==> src/rtl/jtag_seq_pkg.sv <==
// rtl/jtag_seq_pkg.sv - shared register map, CONTROL fields, status codes and types for the JTAG sequencer
package jtag_seq_pkg;

  // Register offsets within the JTAG window
  localparam logic [19:0] OFF_TX_DATA  = 20'h00;
  localparam logic [19:0] OFF_STB_DATA = 20'h04;
  localparam logic [19:0] OFF_CONTROL  = 20'h08;
  localparam logic [19:0] OFF_RX_DATA  = 20'h0C;

  // CONTROL register field positions
  localparam int CTRL_PRESCALAR_LSB = 0;
  localparam int CTRL_PRESCALAR_W   = 8;
  localparam int CTRL_LENGTH_LSB    = 8;
  localparam int CTRL_LENGTH_W      = 5;
  localparam int CTRL_RESET_BIT     = 31;
  localparam int CTRL_READY_BIT     = 31;

  // ControlPort response status codes
  typedef enum logic [1:0] {
    STS_OKAY    = 2'd0,
    STS_CMDERR  = 2'd1,
    STS_TSERR   = 2'd2,
    STS_WARNING = 2'd3
  } ctrl_sts_t;

  // Sequencer states
  typedef enum logic [3:0] {
    ST_IDLE      = 4'd0,
    ST_PRE_POLL  = 4'd1,
    ST_WR_TX     = 4'd2,
    ST_WR_STB    = 4'd3,
    ST_WR_CTRL   = 4'd4,
    ST_POST_POLL = 4'd5,
    ST_RD_RX     = 4'd6,
    ST_SOFT_RST  = 4'd7,
    ST_RESP      = 4'd8
  } seq_state_t;

  // One ControlPort access as handed to the request engine
  typedef struct packed {
    logic        wr;
    logic [19:0] addr;
    logic [31:0] data;
  } ctrl_req_t;

  function automatic ctrl_req_t make_req(input logic wr, input logic [19:0] addr,
                                         input logic [31:0] data);
    ctrl_req_t r;
    r.wr   = wr;
    r.addr = addr;
    r.data = data;
    return r;
  endfunction

  // Build a CONTROL word; the reset bit and the shift fields are never combined in practice
  function automatic logic [31:0] ctrl_word(input logic [4:0] len, input logic [7:0] presc,
                                            input logic soft_reset);
    logic [31:0] w;
    w = '0;
    w[CTRL_PRESCALAR_LSB +: CTRL_PRESCALAR_W] = presc;
    w[CTRL_LENGTH_LSB +: CTRL_LENGTH_W]       = len;
    w[CTRL_RESET_BIT]                         = soft_reset;
    return w;
  endfunction

endpackage

==> src/rtl/ctrlport_req_engine.sv <==
// rtl/ctrlport_req_engine.sv - issues one ControlPort access and reports ack/status/data or timeout
module ctrlport_req_engine
  import jtag_seq_pkg::*;
#(
  parameter int ACK_TIMEOUT = 255
) (
  input  logic        clk,
  input  logic        rst_n,
  input  logic        start,
  input  ctrl_req_t   start_req,
  output logic        req_wr,
  output logic        req_rd,
  output logic [19:0] req_addr,
  output logic [31:0] req_data,
  input  logic        resp_ack,
  input  logic [1:0]  resp_status,
  input  logic [31:0] resp_data,
  output logic        done,
  output logic        timeout,
  output logic [1:0]  status,
  output logic [31:0] rdata
);

  localparam int TW = ($clog2(ACK_TIMEOUT + 1) > 8) ? $clog2(ACK_TIMEOUT + 1) : 8;
  localparam logic [TW-1:0] TMAX = TW'(ACK_TIMEOUT);

  logic          busy_q, busy_d;
  logic [TW-1:0] tmo_cnt_q, tmo_cnt_d;
  logic          req_wr_q, req_wr_d;
  logic          req_rd_q, req_rd_d;
  logic [19:0]   req_addr_q, req_addr_d;
  logic [31:0]   req_data_q, req_data_d;
  logic          ack_seen;

  assign req_wr   = req_wr_q;
  assign req_rd   = req_rd_q;
  assign req_addr = req_addr_q;
  assign req_data = req_data_q;

  // Completion decode: acks only count while waiting, and an ack on the expiry cycle wins
  always_comb begin
    ack_seen = busy_q && resp_ack;
    timeout  = busy_q && !resp_ack && (tmo_cnt_q >= TMAX);
    done     = ack_seen || timeout;
    status   = resp_status;
    rdata    = resp_data;
  end

  // Next-state: strobes last one cycle, the wait counter restarts on every issue
  always_comb begin
    busy_d     = busy_q;
    tmo_cnt_d  = tmo_cnt_q;
    req_wr_d   = 1'b0;
    req_rd_d   = 1'b0;
    req_addr_d = req_addr_q;
    req_data_d = req_data_q;
    if (busy_q) begin
      if (done) begin
        busy_d = 1'b0;
      end else begin
        tmo_cnt_d = tmo_cnt_q + TW'(1);
      end
    end
    if (start) begin
      busy_d     = 1'b1;
      tmo_cnt_d  = '0;
      req_wr_d   = start_req.wr;
      req_rd_d   = !start_req.wr;
      req_addr_d = start_req.addr;
      req_data_d = start_req.wr ? start_req.data : 32'd0;
    end
  end

  // State register
  always_ff @(posedge clk or negedge rst_n) begin
    if (!rst_n) begin
      busy_q     <= 1'b0;
      tmo_cnt_q  <= '0;
      req_wr_q   <= 1'b0;
      req_rd_q   <= 1'b0;
      req_addr_q <= '0;
      req_data_q <= '0;
    end else begin
      busy_q     <= busy_d;
      tmo_cnt_q  <= tmo_cnt_d;
      req_wr_q   <= req_wr_d;
      req_rd_q   <= req_rd_d;
      req_addr_q <= req_addr_d;
      req_data_q <= req_data_d;
    end
  end

endmodule

==> src/rtl/jtag_shift_sequencer.sv <==
// rtl/jtag_shift_sequencer.sv - runs one JTAG shift through the ControlPort register window per command
module jtag_shift_sequencer
  import jtag_seq_pkg::*;
#(
  parameter int JTAG_BASE_ADDRESS = 0,
  parameter int ACK_TIMEOUT       = 255,
  parameter int POLL_LIMIT        = 1023
) (
  input  logic        ctrlport_clk,
  input  logic        ctrlport_rst_n,
  input  logic        cmd_valid,
  output logic        cmd_ready,
  input  logic [31:0] cmd_tdi,
  input  logic [31:0] cmd_tms,
  input  logic [4:0]  cmd_len,
  input  logic [7:0]  cmd_prescalar,
  output logic        resp_valid,
  input  logic        resp_ready,
  output logic [31:0] resp_tdo,
  output logic        resp_error,
  output logic        m_ctrlport_req_wr,
  output logic        m_ctrlport_req_rd,
  output logic [19:0] m_ctrlport_req_addr,
  output logic [31:0] m_ctrlport_req_data,
  input  logic        m_ctrlport_resp_ack,
  input  logic [1:0]  m_ctrlport_resp_status,
  input  logic [31:0] m_ctrlport_resp_data
);

  localparam logic [19:0] ADDR_TX      = 20'(JTAG_BASE_ADDRESS) + OFF_TX_DATA;
  localparam logic [19:0] ADDR_STB     = 20'(JTAG_BASE_ADDRESS) + OFF_STB_DATA;
  localparam logic [19:0] ADDR_CONTROL = 20'(JTAG_BASE_ADDRESS) + OFF_CONTROL;
  localparam logic [19:0] ADDR_RX      = 20'(JTAG_BASE_ADDRESS) + OFF_RX_DATA;

  localparam int PW = ($clog2(POLL_LIMIT + 1) > 0) ? $clog2(POLL_LIMIT + 1) : 1;
  localparam logic [PW-1:0] POLL_LAST = PW'(POLL_LIMIT - 1);

  seq_state_t    state_q, state_d;
  logic [31:0]   tdi_q, tdi_d;
  logic [31:0]   tms_q, tms_d;
  logic [4:0]    len_q, len_d;
  logic [7:0]    presc_q, presc_d;
  logic [PW-1:0] poll_cnt_q, poll_cnt_d;
  logic [31:0]   tdo_q, tdo_d;
  logic          error_q, error_d;

  logic          eng_start;
  ctrl_req_t     eng_req;
  logic          eng_done;
  logic          eng_timeout;
  logic [1:0]    eng_status;
  logic [31:0]   eng_rdata;
  logic          acc_fail;
  logic          go_soft;

  assign cmd_ready  = (state_q == ST_IDLE);
  assign resp_valid = (state_q == ST_RESP);
  assign resp_tdo   = tdo_q;
  assign resp_error = error_q;

  ctrlport_req_engine #(
    .ACK_TIMEOUT (ACK_TIMEOUT)
  ) u_req_engine (
    .clk         (ctrlport_clk),
    .rst_n       (ctrlport_rst_n),
    .start       (eng_start),
    .start_req   (eng_req),
    .req_wr      (m_ctrlport_req_wr),
    .req_rd      (m_ctrlport_req_rd),
    .req_addr    (m_ctrlport_req_addr),
    .req_data    (m_ctrlport_req_data),
    .resp_ack    (m_ctrlport_resp_ack),
    .resp_status (m_ctrlport_resp_status),
    .resp_data   (m_ctrlport_resp_data),
    .done        (eng_done),
    .timeout     (eng_timeout),
    .status      (eng_status),
    .rdata       (eng_rdata)
  );

  // Next-state and request selection; the next access is issued on the same edge the ack is taken
  always_comb begin
    state_d    = state_q;
    tdi_d      = tdi_q;
    tms_d      = tms_q;
    len_d      = len_q;
    presc_d    = presc_q;
    poll_cnt_d = poll_cnt_q;
    tdo_d      = tdo_q;
    error_d    = error_q;
    eng_start  = 1'b0;
    eng_req    = make_req(1'b0, 20'd0, 32'd0);
    go_soft    = 1'b0;
    acc_fail   = eng_timeout || (ctrl_sts_t'(eng_status) != STS_OKAY);

    case (state_q)
      ST_IDLE: begin
        if (cmd_valid) begin
          tdi_d      = cmd_tdi;
          tms_d      = cmd_tms;
          len_d      = cmd_len;
          presc_d    = cmd_prescalar;
          poll_cnt_d = '0;
          eng_start  = 1'b1;
          eng_req    = make_req(1'b0, ADDR_CONTROL, 32'd0);
          state_d    = ST_PRE_POLL;
        end
      end
      ST_PRE_POLL, ST_POST_POLL: begin
        if (eng_done) begin
          if (acc_fail) begin
            go_soft = 1'b1;
          end else if (eng_rdata[CTRL_READY_BIT]) begin
            eng_start = 1'b1;
            if (state_q == ST_PRE_POLL) begin
              eng_req = make_req(1'b1, ADDR_TX, tdi_q);
              state_d = ST_WR_TX;
            end else begin
              eng_req = make_req(1'b0, ADDR_RX, 32'd0);
              state_d = ST_RD_RX;
            end
          end else if (poll_cnt_q == POLL_LAST) begin
            go_soft = 1'b1;
          end else begin
            poll_cnt_d = poll_cnt_q + PW'(1);
            eng_start  = 1'b1;
            eng_req    = make_req(1'b0, ADDR_CONTROL, 32'd0);
          end
        end
      end
      ST_WR_TX: begin
        if (eng_done) begin
          if (acc_fail) begin
            go_soft = 1'b1;
          end else begin
            eng_start = 1'b1;
            eng_req   = make_req(1'b1, ADDR_STB, tms_q);
            state_d   = ST_WR_STB;
          end
        end
      end
      ST_WR_STB: begin
        if (eng_done) begin
          if (acc_fail) begin
            go_soft = 1'b1;
          end else begin
            eng_start = 1'b1;
            eng_req   = make_req(1'b1, ADDR_CONTROL, ctrl_word(len_q, presc_q, 1'b0));
            state_d   = ST_WR_CTRL;
          end
        end
      end
      ST_WR_CTRL: begin
        if (eng_done) begin
          if (acc_fail) begin
            go_soft = 1'b1;
          end else begin
            poll_cnt_d = '0;
            eng_start  = 1'b1;
            eng_req    = make_req(1'b0, ADDR_CONTROL, 32'd0);
            state_d    = ST_POST_POLL;
          end
        end
      end
      ST_RD_RX: begin
        if (eng_done) begin
          if (acc_fail) begin
            go_soft = 1'b1;
          end else begin
            tdo_d   = eng_rdata;
            error_d = 1'b0;
            state_d = ST_RESP;
          end
        end
      end
      ST_SOFT_RST: begin
        // Any completion, good or bad, ends the recovery write
        if (eng_done) begin
          tdo_d   = 32'd0;
          error_d = 1'b1;
          state_d = ST_RESP;
        end
      end
      ST_RESP: begin
        if (resp_ready) begin
          state_d = ST_IDLE;
        end
      end
      default: begin
        state_d = ST_IDLE;
      end
    endcase

    if (go_soft) begin
      eng_start = 1'b1;
      eng_req   = make_req(1'b1, ADDR_CONTROL, ctrl_word(5'd0, 8'd0, 1'b1));
      state_d   = ST_SOFT_RST;
    end
  end

  // State and latched command/response registers
  always_ff @(posedge ctrlport_clk or negedge ctrlport_rst_n) begin
    if (!ctrlport_rst_n) begin
      state_q    <= ST_IDLE;
      tdi_q      <= '0;
      tms_q      <= '0;
      len_q      <= '0;
      presc_q    <= '0;
      poll_cnt_q <= '0;
      tdo_q      <= '0;
      error_q    <= 1'b0;
    end else begin
      state_q    <= state_d;
      tdi_q      <= tdi_d;
      tms_q      <= tms_d;
      len_q      <= len_d;
      presc_q    <= presc_d;
      poll_cnt_q <= poll_cnt_d;
      tdo_q      <= tdo_d;
      error_q    <= error_d;
    end
  end

endmodule

==> config.mk <==
export PLATFORM = sky130hd
export DESIGN_NAME = jtag_shift_sequencer
export DESIGN_NICKNAME = d
export VERILOG_FILES = /design/src/rtl/jtag_seq_pkg.sv /design/src/rtl/ctrlport_req_engine.sv /design/src/rtl/jtag_shift_sequencer.sv
export SDC_FILE = /design/constraint.sdc
export NUM_CORES = 1
export LEC_CHECK = 0
export ABC_AREA = 1
export ABC_CLOCK_PERIOD_IN_PS = 2300
export CAP_MARGIN = 5
export CORE_UTILIZATION = 49
export DETAILED_ROUTE_END_ITERATION = 12
export PLACE_DENSITY = 0.87
export SLEW_MARGIN = 20
export SYNTH_ARGS = -nofsm -noshare
export SYNTH_HDL_FRONTEND = slang
export SYNTH_SLANG_ARGS = --single-unit
export TNS_END_PERCENT = 1
==> constraint.sdc <==
create_clock -name ctrlport_clk -period 2.3 [get_ports ctrlport_clk]
set_clock_uncertainty 0.1 [all_clocks]
set_input_delay 0.345 -clock ctrlport_clk [delete_from_list [all_inputs] [get_ports ctrlport_clk]]
set_output_delay 0.345 -clock ctrlport_clk [all_outputs]
set_load 0.05 [all_outputs]
==> metrics <==
status finished, final reports clean; max-cap violations 0; EDFF count, synth 0; Slew Limit Fails 0; Worst Path Buf+Inv 2; cell taking the most area after synthesis dfrtp_1; CTS root buf clkbuf_16; post-synthesis cell count 877; fin crit share 93.03%; TNS Setup 0 ns; Area after DPL 9577 µm²; Sink Count 169; ant diodes 0; Fmax 0.4674 GHz; GRT Resource Usage Total 25.35%; grt ovf 0; CTS tree done; Slew headroom 62.42%; Setup WS pre-CTS 0.03562 ns; drt via density 5.205; share of cells above drive strength 1 8.194%; Peak VDD IR 0.6596 mV; post-synthesis sequential area ratio 56.28%; DR iter-0 viols 447; hpwl dp 13.20 mm; clock latency on the worst-skew pair 0.42 ns; Reg clk slew, reported paths 0.06 ns; DR vias 6548; largest net degree at the start of global routing 77; CP top delay family simple AND/OR/NAND/NOR gates; most numerous cell in the Yosys netlist nand2_1; share of the synthesized area in the top cell type 56.28%; Pre-antenna DRT Iters 5; final core utilization 69.13%; Synth warnings 0; buffer count from post-CTS setup fixing 0; post-synth cell types 35; Post-Syn Area 7515 µm²; H-tree levels 4; CTS Buffer Depth 2; drt wl/cell 15.17 µm; top cells by count, synth nand2_1 (413), dfrtp_1 (169), nand3_1 (52); chip width 125.8 µm; flops & latches, synth 169; vias in the first global route 6435; final worst setup slack 0.1603 ns; IO Count 205; Worst path slowest cell dfrtp_1; Hold Violations, Final 0; CP cell instances inv_2 -> nand2_1 -> nor3_1 -> buf_12; ys flop type dfrtp_1; CP arrival 1.69 ns; core box area 14750 µm²; first-pass GRT wire length 31.64 mm; startpoint types flop; crit path time final 2.140 ns; NumNets Final 1182; initial core utilization 50.93%; Syn Area/Cell 8.569 µm²; LEAKAGE 5.190 nW; Num CTS Buffers 17; chip height 125.8 µm; # rows 44; CP Capture Type output pin; Worst-Margin Slew 0.5637 ns; RSZ-0062 raised after global routing false; cell area after layout 10200 µm²; die area 15840 µm²; crit path kind flop to output pin; Total Routed Length 19.08 mm; Cell Pwr Density 1166 nW/µm²; Critical Path Max Stage Delay 0.44 ns; port bufs 186; GP Congestion 0.8874; Async S/R FF share, synth 100.0%; HP Class input port to async pin; Synth-to-Final Area Change 35.73%; # DRC 0; initial antenna violation count 0; CP required 1.86 ns; CP Max Fanout 6; synth top area cells dfrtp_1 (56%), nand2_1 (21%), nand3_1 (3.5%), buf_4 (2.0%), nor2_1 (1.7%); R2R Setup Slk 0.18 ns; Final setup viols 0; ANT nets after route 0
==> sequential cells by signal, indices dropped and copies added, names as in the netlist <==
register / cells
len_q: 5
u_req_engine.req_wr: 1
resp_tdo: 32
u_req_engine.tmo_cnt_q: 8
u_req_engine.req_addr: 2
tdi_q: 32
u_req_engine.req_data: 32
poll_cnt_q: 10
u_req_engine.req_rd: 1
u_req_engine.busy_q: 1
state_q: 4
resp_error: 1
tms_q: 32
presc_q: 8
==> power by group <==
group / internal [W] / switching [W] / total, W
registers: 0.00394 / 0.000627 / 0.00456
clock network: 0.00183 / 0.00108 / 0.00291
logic: 0.00150 / 0.00292 / 0.00442
total: 0.00726 / 0.00463 / 0.0119
==> final timing paths <==
path,startpoint,end,cells past startpoint
worst max-delay path,state_q[1],resp_valid,4
worst min-delay path,ctrlport_rst_n,u_req_engine.tmo_cnt_q[0],2
worst max register to register,u_req_engine.tmo_cnt_q[0],u_req_engine.tmo_cnt_q[4],11
worst min register to register,resp_tdo[25],resp_tdo[25],2
max in group asynchronous,ctrlport_rst_n,u_req_engine.req_data[24],3
min in group ctrlport_clk,cmd_tdi[28],tdi_q[28],3
==> cells in the final DEF (no fill, tap or decap), types with 2 or more instances in the layout <==
master           synthesis  layout
nand2_1                413     413
clkdlybuf4s50_1          0     183
dfrtp_1                169     169
nand3_1                 52      52
nor2_1                  35      31
inv_1                   22      22
a21oi_1                 19      19
conb_1                   1      18
clkbuf_16                0      17
nand2_2                 16      16
buf_4                   20      14
a22o_1                  13      13
xor2_1                  13      13
o21ai_0                 10      10
a32oi_1                  9       9
a22oi_1                  9       9
buf_12                   0       9
nor2_2                   3       7
inv_2                    6       6
nand4_1                  6       6
nor3_1                   6       5
clkinv_2                 1       5
bufinv_16                0       4
ha_1                     3       3
clkbuf_1                15       3
nand3_2                  2       2
==> repair_timing <==
action / 4_1_cts / 5_1_grt
hold buffers: 1 / 0
gates resized for setup: 0 / 4
endpoints found under the setup margin: 0 / 30
hold endpoints to repair: 55 / 0
==> routing by layer <==
metal	global-route usage, %	part of all wire, %	up-vias
li1	-	-	3114
met1	33.22	44	3139
met2	42.45	48	260
met3	4.291	5.6	35
met4	9.639	1.9	0
met5	0	0	-
==> metrics by stage <==
step	hold WS [ns]	total power, W	instances
after floorplan	-0.05059	0.007437	894
after global placement	0.2514	0.008815	1227
after detailed placement	0.2500	0.008960	1227
after CTS	0.3412	0.01194	1258
after global routing	0.3537	0.01257	1258
final	0.3556	0.01189	1258
==> logic make-up (layout without fill, tap and decap cells) <==
group	count (synthesis)	in the layout	share of synthesized area, %
simple gates	538	538	29.32
xor+xnor	14	14	1.632
compound gates	65	65	5.894
flops	169	169	56.28
buf+inv	87	267	6.327
fa+ha+maj	3	3	0.4996
other cells	1	18	0.04990
==> final cells by class <==
type                            count  area [µm²]
Inverter                           29       110.1
Sequential cell                   169        4229
Clock inverter                      9       148.9
Timing Repair Buffer              208        2138
Clock buffer                       21       450.4
Multi-Input combinational cell    638        2893
Tap cell                          184       230.2
Fill cell                        1106        4554
Note: power is estimated with default switching activity, not from simulation.
